**src/rtl/ro_meter_pkg.sv**
```systemverilog
// Shared types and constants for the ring-oscillator frequency meter.
package ro_meter_pkg;

  typedef enum logic [1:0] {IDLE, SETTLE, MEASURE, REPORT} state_t;

  localparam int N_CH_DEF        = 16;
  localparam int SEL_W_DEF       = 4;
  localparam int WIN_W_DEF       = 16;
  localparam int CNT_W_DEF       = 24;
  localparam int SYNC_STAGES_DEF = 2;

  // Cycles spent flushing the synchroniser after a channel switch:
  // the flop chain plus the edge-detect register.
  function automatic int settle_cycles(input int sync_stages);
    return sync_stages + 1;
  endfunction

endpackage

```
**src/rtl/ro_sync_edge.sv**
```systemverilog
// Synchronises one asynchronous RO output into wb_clk_i and flags rising edges.
module ro_sync_edge #(
  parameter int SYNC_STAGES = 2
) (
  input  logic wb_clk_i,
  input  logic wb_rst_i,
  input  logic async_in,
  output logic edge_o
);

  logic [SYNC_STAGES-1:0] sync_q;
  logic                   prev_q;

  // Flop chain and previous-value register for edge detection
  always_ff @(posedge wb_clk_i) begin
    if (wb_rst_i) begin
      sync_q <= '0;
      prev_q <= 1'b0;
    end else begin
      sync_q <= {sync_q[SYNC_STAGES-2:0], async_in};
      prev_q <= sync_q[SYNC_STAGES-1];
    end
  end

  assign edge_o = sync_q[SYNC_STAGES-1] & ~prev_q;

endmodule

```
**src/rtl/ro_freq_meter.sv**
```systemverilog
// RO output mux with on-chip frequency measurement and channel scan.
module ro_freq_meter
  import ro_meter_pkg::*;
#(
  parameter int N_CH        = N_CH_DEF,
  parameter int SEL_W       = SEL_W_DEF,
  parameter int WIN_W       = WIN_W_DEF,
  parameter int CNT_W       = CNT_W_DEF,
  parameter int SYNC_STAGES = SYNC_STAGES_DEF
) (
  input  logic             wb_clk_i,
  input  logic             wb_rst_i,
  input  logic [N_CH-1:0]  ro_in,
  input  logic [SEL_W-1:0] ch_sel,
  input  logic [WIN_W-1:0] window,
  input  logic             scan,
  input  logic             start,
  input  logic             abort,
  output logic             ro_mux_o,
  output logic             busy,
  output logic             done,
  output logic [CNT_W-1:0] result,
  output logic [SEL_W-1:0] result_ch,
  output logic             overflow
);

  localparam int               SETTLE_N = settle_cycles(SYNC_STAGES);
  localparam int               ST_W     = $clog2(SETTLE_N + 1);
  localparam logic [SEL_W-1:0] LAST_CH  = SEL_W'(N_CH - 1);

  state_t           state_q, state_d;
  logic [WIN_W-1:0] win_q, win_cnt_q;
  logic [ST_W-1:0]  settle_cnt_q;
  logic             scan_q;
  logic [SEL_W-1:0] cur_ch;
  logic [CNT_W-1:0] cnt_q, cnt_nxt;
  logic             ovf_q, ovf_nxt;
  logic             ro_sel, ro_edge;
  logic             accept, settle_end, last_win, more;

  // Pad pass-through follows ch_sel directly; out-of-range channels read 0
  always_comb begin
    ro_mux_o = 1'b0;
    for (int i = 0; i < N_CH; i++)
      if (ch_sel == SEL_W'(i)) ro_mux_o = ro_in[i];
  end

  // Measurement mux follows the registered channel so a run is immune to ch_sel
  always_comb begin
    ro_sel = 1'b0;
    for (int i = 0; i < N_CH; i++)
      if (cur_ch == SEL_W'(i)) ro_sel = ro_in[i];
  end

  ro_sync_edge #(.SYNC_STAGES(SYNC_STAGES)) u_sync (
    .wb_clk_i (wb_clk_i),
    .wb_rst_i (wb_rst_i),
    .async_in (ro_sel),
    .edge_o   (ro_edge)
  );

  // Saturating edge count; overflow flags an edge lost at all-ones
  always_comb begin
    cnt_nxt = cnt_q;
    ovf_nxt = ovf_q;
    if (ro_edge) begin
      if (&cnt_q) ovf_nxt = 1'b1;
      else        cnt_nxt = cnt_q + CNT_W'(1);
    end
  end

  assign accept     = start && (window != '0);
  assign settle_end = (settle_cnt_q == ST_W'(SETTLE_N - 1));
  assign last_win   = (win_cnt_q == WIN_W'(1));
  assign more       = scan_q && (cur_ch != LAST_CH);

  // State register
  always_ff @(posedge wb_clk_i) begin
    if (wb_rst_i) state_q <= IDLE;
    else          state_q <= state_d;
  end

  // Next-state logic; abort overrides every transition
  always_comb begin
    state_d = state_q;
    case (state_q)
      IDLE:    if (accept)     state_d = SETTLE;
      SETTLE:  if (settle_end) state_d = MEASURE;
      MEASURE: if (last_win)   state_d = REPORT;
      REPORT:  state_d = more ? SETTLE : IDLE;
      default: state_d = IDLE;
    endcase
    if (abort) state_d = IDLE;
  end

  // Outputs decoded from state; results are captured on entry to REPORT
  // so done and result appear in the same cycle
  always_comb begin
    busy = (state_q != IDLE);
    done = (state_q == REPORT);
  end

  // Run configuration, settle/window counters and edge counter
  always_ff @(posedge wb_clk_i) begin
    if (wb_rst_i) begin
      win_q        <= '0;
      scan_q       <= 1'b0;
      cur_ch       <= '0;
      cnt_q        <= '0;
      ovf_q        <= 1'b0;
      win_cnt_q    <= '0;
      settle_cnt_q <= '0;
    end else begin
      settle_cnt_q <= (state_q == SETTLE) ? settle_cnt_q + ST_W'(1) : '0;
      case (state_q)
        IDLE: if (accept && !abort) begin
          win_q  <= window;
          scan_q <= scan;
          cur_ch <= scan ? '0 : ch_sel;
          cnt_q  <= '0;
          ovf_q  <= 1'b0;
        end
        SETTLE:  win_cnt_q <= win_q;
        MEASURE: begin
          win_cnt_q <= win_cnt_q - WIN_W'(1);
          cnt_q     <= cnt_nxt;
          ovf_q     <= ovf_nxt;
        end
        REPORT: if (more && !abort) begin
          cur_ch <= cur_ch + SEL_W'(1);
          cnt_q  <= '0;
          ovf_q  <= 1'b0;
        end
        default: ;
      endcase
    end
  end

  // Result registers; an aborted measurement leaves them untouched
  always_ff @(posedge wb_clk_i) begin
    if (wb_rst_i) begin
      result    <= '0;
      result_ch <= '0;
      overflow  <= 1'b0;
    end else if (state_q == MEASURE && last_win && !abort) begin
      result    <= cnt_nxt;
      result_ch <= cur_ch;
      overflow  <= ovf_nxt;
    end
  end

endmodule
```
**config.mk**
```make
export PLATFORM = sky130hd
export DESIGN_NAME = ro_freq_meter
export DESIGN_NICKNAME = d
export VERILOG_FILES = /design/src/rtl/ro_meter_pkg.sv /design/src/rtl/ro_sync_edge.sv /design/src/rtl/ro_freq_meter.sv
export SDC_FILE = /design/constraint.sdc
export NUM_CORES = 1
export LEC_CHECK = 0
export CAP_MARGIN = 5
export CORE_ASPECT_RATIO = 0.6
export CORE_MARGIN = 2
export CORE_UTILIZATION = 50
export DETAILED_ROUTE_END_ITERATION = 8
export PLACE_DENSITY = 0.77
export SETUP_SLACK_MARGIN = 0.4
export SYNTH_ARGS = -nofsm -noshare
export SYNTH_HDL_FRONTEND = slang
export SYNTH_HIERARCHICAL = 1
export SYNTH_SLANG_ARGS = --single-unit
```
**constraint.sdc**
```tcl
create_clock -name wb_clk_i -period 2.3 [get_ports wb_clk_i]
set_clock_uncertainty 0.2 [all_clocks]
set_input_delay 0.46 -clock wb_clk_i [delete_from_list [all_inputs] [get_ports wb_clk_i]]
set_output_delay 0.46 -clock wb_clk_i [all_outputs]
set_load 0.005 [all_outputs]
```
==> impl_metrics.tcl <==
set metrics [dict create \
    dp_hpwl_mm 11.65 \
    ios 73 \
    place_area_mm2 0.007101 \
    grt_pass1_wl_mm 38.24 \
    outcome "finished with violations" \
    cts_sinks 98 \
    synth_cells 642 \
    clockRootBuffer "clkbuf_16" \
    cts_buffers 9 \
    diodes 0 \
    drive_gt1_frac 0.5584 \
    path_buf_inv 1 \
    async_flop_share 0 \
    synth-seq-cells 98 \
    synth_top_family_by_area "compound AO/OA/AOI/OAI gates" \
    synth_simple_gate_area_frac 0.2086 \
    gp_congestion 0.8991 \
    setup_violations 35 \
    synthTopCellsByArea "dfxtp_1 37%, a211oi_1 5.2%, nor2_1 4.7%, a21oi_1 4.2%, mux2i_1 4.1%" \
    ys_types 64 \
    area_delta_synth_final_pct 84.72 \
    synth_mux_area_frac 0.06206 \
    rsz0062_at_grt "true" \
    drtIter0Drc 1241 \
    viasPerCell 7.750 \
    grt.overflow.total 0 \
    crit_chain "and4_2, and4_2, buf_4, nand2_2, nand3_1, a311oi_2" \
    crit_family "simple AND/OR/NAND/NOR gates" \
    tns_ps -3400 \
    relSlewSlack 0.4811 \
    clk_latency_ps 370 \
    cpPeakStageDelay_ps 690 \
    via_count 7711 \
    power_density_mw_per_mm2 464.6 \
    reg2reg_depth 6 \
    avgRoutedWirePerCell_um 33.82 \
    fill_cells 271 \
    worst_pin_slew_ps 775.5 \
    crit_path_end_kind "register" \
    cap_violations 0 \
    p_leak_nw 3.704 \
    design_area_mm2 0.009906 \
    rrSetupSlack_ps -540 \
    die_x_um 137.7 \
    hold_violations 0 \
    violations "setup timing" \
    slowest_stage "a311oi_2" \
    drcViolationCount 0 \
    final_nets 905 \
    synth-edff-count 0 \
    synth_warnings 6 \
    maxSlewViolCount 0 \
    synth_fa_ha_area_frac 0.03033 \
    synth_ff_type "dfxtp_1" \
    min_to "u_sync/sync_q[1]" \
    crit_cells 6 \
    crit_type "register to register" \
    clock_path_buffers 2 \
    hp-class "register to register" \
    setup_slack_ps -540.7 \
    port_buffers 72 \
    critPathLaunchType "register" \
    worst_path_most_repeated_cell "and4_2" \
    antenna_found_initial 1 \
    grt_pass1_vias 6704 \
    ir_drop_v 0.0005298 \
    synth_area_mm2 0.005363 \
    hold_depth 1 \
    drt-total-wl_mm 33.65 \
    synth_seq_area_share 0.3658 \
    rr_startpoint "cnt_q[18]" \
    seq_area_mm2 0.002016 \
    cts_tree "yes" \
    period_minus_slack_ps 2841 \
    arrival_ps 2830 \
    start_util 0.5096 \
    fp.dieArea_mm2 0.01160 \
    ant_nets 0 \
    clkSlewWorstSetupHoldPaths_ps 80 \
    rows 29 \
    synth_compound_area_frac 0.2476 \
    htree_levels 3 \
    synth_top_cell_by_area "dfxtp_1" \
    track_usage 0.4328 \
    synth-xor-area-share 0.03430 \
    avgSynthCellArea_um2 8.353 \
    multi_input_area_mm2 0.004688 \
    drtPass1Iterations 9 \
    coreArea_mm2 0.01052 \
    syn_nets 696 \
    die_y_um 84.22 \
    grt_max_degree 35 \
    crit_required_ps 2280 \
    synthDominantCellAreaShare 0.3658 \
    cp_max_fo 7 \
    fmax_mhz 352.0 \
    min-delay-start "u_sync/sync_q[0]" \
    r2r_end "result[1]" \
    fin_crit_sh 1.235 \
]
cell usage after synthesis (8+ instances only):
cell	number
a211oi_1	37
a21oi_1	45
a311oi_1	22
clkbuf_1	45
dfxtp_1	98
ha_1	13
inv_1	19
mux2i_1	22
nand2_1	37
nand2b_1	13
nand3_1	21
nand4_1	15
nor2_1	67
nor2b_1	8
nor3_1	10
nor4_1	11
o21ai_0	35
xnor2_1	14
final cells by class:
class                      instances  share of cell area
sequential                        98              0.2035
tap                              139             0.01756
timing repair buffer             250              0.2647
clock buffer                      12             0.02703
clock inverter                     4            0.004800
multi-input combinational        473              0.4733
inverter                          19            0.009094
sequential cells by signal (all words and copies together), names as in the netlist, 2 cells and up:
register,count
cur_ch,4
settle_cnt_q,2
win_cnt_q,16
result_ch,4
win_q,16
result,24
state_q,2
cnt_q,24
u_sync/sync_q,2
where the power goes:
group / internal, mW / switching, mW
registers: 1.74 / 0.0683
clock network: 0.938 / 0.737
logic: 0.482 / 0.638
total: 3.16 / 1.44
layer usage:
metal | part of all wire | wire (um) | global-route usage | vias to the layer above
li1 | - | - | - | 2826
met1 | 0.34 | 11400 | 0.5639 | 3528
met2 | 0.39 | 13170 | 0.6563 | 951
met3 | 0.17 | 5657 | 0.1383 | 400
met4 | 0.099 | 3316 | 0.1957 | 6
met5 | 0.0034 | 115 | 0 | -
placed cells by master, fill, tap and decap left out, types with 8 or more instances in the layout:
master           instances
a211oi_2                28
a21oi_1                 21
a21oi_2                 18
a311oi_1                 8
a311oi_2                14
buf_12                  15
buf_16                   9
buf_4                  101
buf_6                   48
buf_8                    8
clkbuf_16               10
clkdlybuf4s15_1         19
clkdlybuf4s50_1         24
dfxtp_1                 69
dfxtp_2                 22
inv_1                   12
mux2i_1                 14
nand2_1                 25
nand2b_1                 8
nand3_1                 13
nand4_1                 15
nor2_1                  42
nor2_2                   9
nor2_4                  16
nor4_4                  11
o21ai_0                 14
o21ai_2                 12
xnor2_1                 13
per-stage QoR:
stage	total power, mW	setup WS [ps]	utilization	cells	hold slack, ps
after detailed placement	2.476	-859.5	0.6748	895	212.0
after global routing	4.641	-466.9	0.9414	995	258.0
final	4.602	-540.7	0.9414	995	246.4
after floorplan	2.201	0.9528	-	642	192.1
after CTS	4.170	-98.83	0.8482	965	221.5
after global placement	2.455	-864.5	0.6748	895	199.6
how the worst max path moves through the flow:
stage | from | to | slack (ps)
3_5_place_dp | ch_sel[0] | ro_mux_o | -860
6_report | cnt_q[18] | result[1] | -540
5_1_grt | cnt_q[23] | result[1] | -470
4_1_cts | ch_sel[0] | ro_mux_o | -100
3_3_place_gp | ch_sel[0] | ro_mux_o | -860
2_1_floorplan | cnt_q[6] | cnt_q[19] | 1
logic make-up after synthesis:
kind of cell | Yosys count
simple gates | 217
compound gates | 195
flops | 98
buf+inv | 71
mux | 27
xor+xnor | 21
fa+ha+maj | 13
timing repair:
action | 4_1_cts | 5_1_grt
setup buffers | 42 | 30
gates resized for setup | 328 | 168
hold buffers | 0 | 0
endpoints found under the setup margin | 85 | 103
cloned | 12 | 0
pin swaps | 99 | 88
Note: power is estimated with default switching activity, not from simulation.
==> patch, RTL diff (config.mk and constraints unchanged) <==
Add an input register stage for `ro_in`, cleared by the reset; this delays it by one clock. The other inputs are not delayed to match.
--- a/src/rtl/ro_freq_meter.sv
+++ b/src/rtl/ro_freq_meter.sv
@@ -28,6 +28,16 @@
   localparam int               ST_W     = $clog2(SETTLE_N + 1);
   localparam logic [SEL_W-1:0] LAST_CH  = SEL_W'(N_CH - 1);
 
+  logic [N_CH-1:0] ro_q;
+
+  always_ff @(posedge wb_clk_i) begin
+    if (wb_rst_i) begin
+      ro_q <= '0;
+    end else begin
+      ro_q <= ro_in;
+    end
+  end
+
   state_t           state_q, state_d;
   logic [WIN_W-1:0] win_q, win_cnt_q;
   logic [ST_W-1:0]  settle_cnt_q;
@@ -42,14 +52,14 @@
   always_comb begin
     ro_mux_o = 1'b0;
     for (int i = 0; i < N_CH; i++)
-      if (ch_sel == SEL_W'(i)) ro_mux_o = ro_in[i];
+      if (ch_sel == SEL_W'(i)) ro_mux_o = ro_q[i];
   end
 
   // Measurement mux follows the registered channel so a run is immune to ch_sel
   always_comb begin
     ro_sel = 1'b0;
     for (int i = 0; i < N_CH; i++)
-      if (cur_ch == SEL_W'(i)) ro_sel = ro_in[i];
+      if (cur_ch == SEL_W'(i)) ro_sel = ro_q[i];
   end
 
   ro_sync_edge #(.SYNC_STAGES(SYNC_STAGES)) u_sync (
Function: changed (a bounded check fails within 4 cycles, from zero or initial values and one cycle with wb_rst_i high).
==> patch against the original RTL <==
Sequential cell count rose by 16; setup slack improved by 0.18 ns; hold slack got worse by 0.14 ns; final area rose by 3.9%; total power rose by 34%; critical path type unchanged; synthesized area rose by 7.0%; highest routed layer is now met4; maximum frequency rose by 6.6%; routed wire length fell by 5.0%; the flow still finishes with violations (negative setup slack).
==> patch: results (changes against the original RTL) <==
Parameter                              Value

Timing
  Setup TNS ... -8.18 ns (-4.78 ns)
  Worst-margin pin slew ... 0.578 ns (-0.198 ns)
  Final setup violating endpoints ... 63 (+80%)
  Slack of the critical path ... -0.365 ns (+0.176 ns)

Layout
  Data buffer area share ... 0.257 (-0.00800)
  Share of the final layout cell area in multi-input gates ... 0.428 (-0.0456)
  Post-Layout Cell Count ... 1071 (+7.6%)
  Fraction of area in clock buffers and inverters ... 0.0630 (+0.0311)
  Final layout net count ... 968 (+7.0%)
  Area used by multi-input combinational logic ... 4400 um2 (-6.1%)
  Count of clock-net buffers in the final layout ... 26 (+14)
  Multi-input logic cell count ... 493 (+4.2%)
  Sequential cell area ... 2330 um2 (+16%)
  Bufs w/o clock ... 268 (+7.2%)

Worst setup path
  Critical path's largest stage delay ... 0.51 ns (-0.18 ns)
  Slowest cell on the critical path ... nor3_1
  Worst Path Buf+Inv ... 0 (-1)
  Peak fanout along the critical path ... 6 (-1)

Logic synthesis
  Net count of the mapped netlist ... 729 (+4.7%)
  Multiplexer share of the synthesized area ... 0.0637 (+0.00164)
  Number of storage elements in the synthesis netlist ... 114 (+16%)
  Post-Synth XOR/XNOR Area ... 0.0336 (-0.000703)
  Area share of fa/ha/maj cells after synthesis ... 0.0284 (-0.00197)
  Commonest cells in the synthesized netlist ... dfxtp_1 (114), nor2_1 (86), nand2_1 (49), a21oi_1 (43), clkbuf_1 (38)
  Proportion of netlist area held by the largest area contributor ... 0.398 (+0.0321)
  Largest cells by area after synthesis ... dfxtp_1 (40%), nor2_1 (5.6%), a211oi_1 (4.6%), mux2i_1 (4.0%), a21oi_1 (3.8%)
  Proportion of synthesized chip area in sequential cells ... 0.398 (+0.0321)
  Cells after synthesis ... 675 (+5.1%)

Run status
  Failing checks ... negative setup slack
  Result of the run ... finished with violations

Clock tree
  CTS Buf Count ... 17 (+8)
  Clock slew at the register clock pins of the worst setup and hold paths ... 0.06 ns (-0.02 ns)
  Number of H-tree levels ... 4 (+1)
  Cts repair resizes ... 292 (-11%)

Detailed routing
  Starting DRT DRC Count ... 1122 (-9.6%)
  Total length of routed wires ... 32000 um (-5.0%)
  Wire length the detailed router placed on met1 ... 11200 um (-1.4%)
  Vias per cell ... 7.28 (-6.1%)
  Met3 wire length ... 4610 um (-18%)
  Drt first pass iters ... 6 (-3)

GRT
  Met3 demand-to-capacity share in global routing ... 0.109 (-0.0289)
  Global-route usage over all layers ... 0.389 (-0.0443)
  Met2 usage in global routing ... 0.627 (-0.0296)
  Pin count of the biggest net entering global routing ... 51 (+46%)
  M1 GR Usage ... 0.486 (-0.0775)

Place
  Gpl congestion ... 0.962 (+7.0%)
  Post-placement cell count ... 945 (+5.6%)
  Post-place setup slack ... -0.854 ns (+0.00511 ns)
  Standard cell area after detailed placement ... 7560 um2 (+6.4%)
  Detail Placement HPWL ... 11900 um (+1.8%)

Power
  Max rail drop VDD ... 0.000620 V (+17%)
  Leakage power total ... 4.05 nW (+9.4%)

Min path
  Hold path cells ... 3 (+2)
  Worst hold path type ... input pin to register

Floorplan
  Tap Count ... 144 (+3.6%)
[patch: changes by cell type in the layout (fill, tap and decap cells not counted), moves of 7 or more]
cell / unedited run / this run
xor2_1: 2 / 9
buf_4: 101 / 125
nor2_1: 42 / 55
nand2_2: 5 / 12
clkbuf_2: 4 / 11
a311oi_2: 14 / 6
clkdlybuf4s15_1: 19 / 3
dlygate4sd2_1: 3 / 31
nor2b_1: 6 / 20
clkbuf_16: 10 / 20
dfxtp_1: 69 / 86
[patch: final timing paths]
check | start | slack [ns] | endpoint
min | window[7] | 0.10 | win_q[7]
min reg2reg | settle_cnt_q[0] | 0.23 | settle_cnt_q[0]
max | cnt_q[19] | -0.36 | result[23]
max reg2reg | cnt_q[19] | -0.36 | result[23]
[patch: power by group]
group / switching, mW / internal (mW) / leakage, nW / total, mW
Sequential: 0.0659 / 2.03 / 0.941 / 2.10
Clock: 1.06 / 1.90 / 0.319 / 2.96
Combinational: 0.578 / 0.519 / 2.79 / 1.10
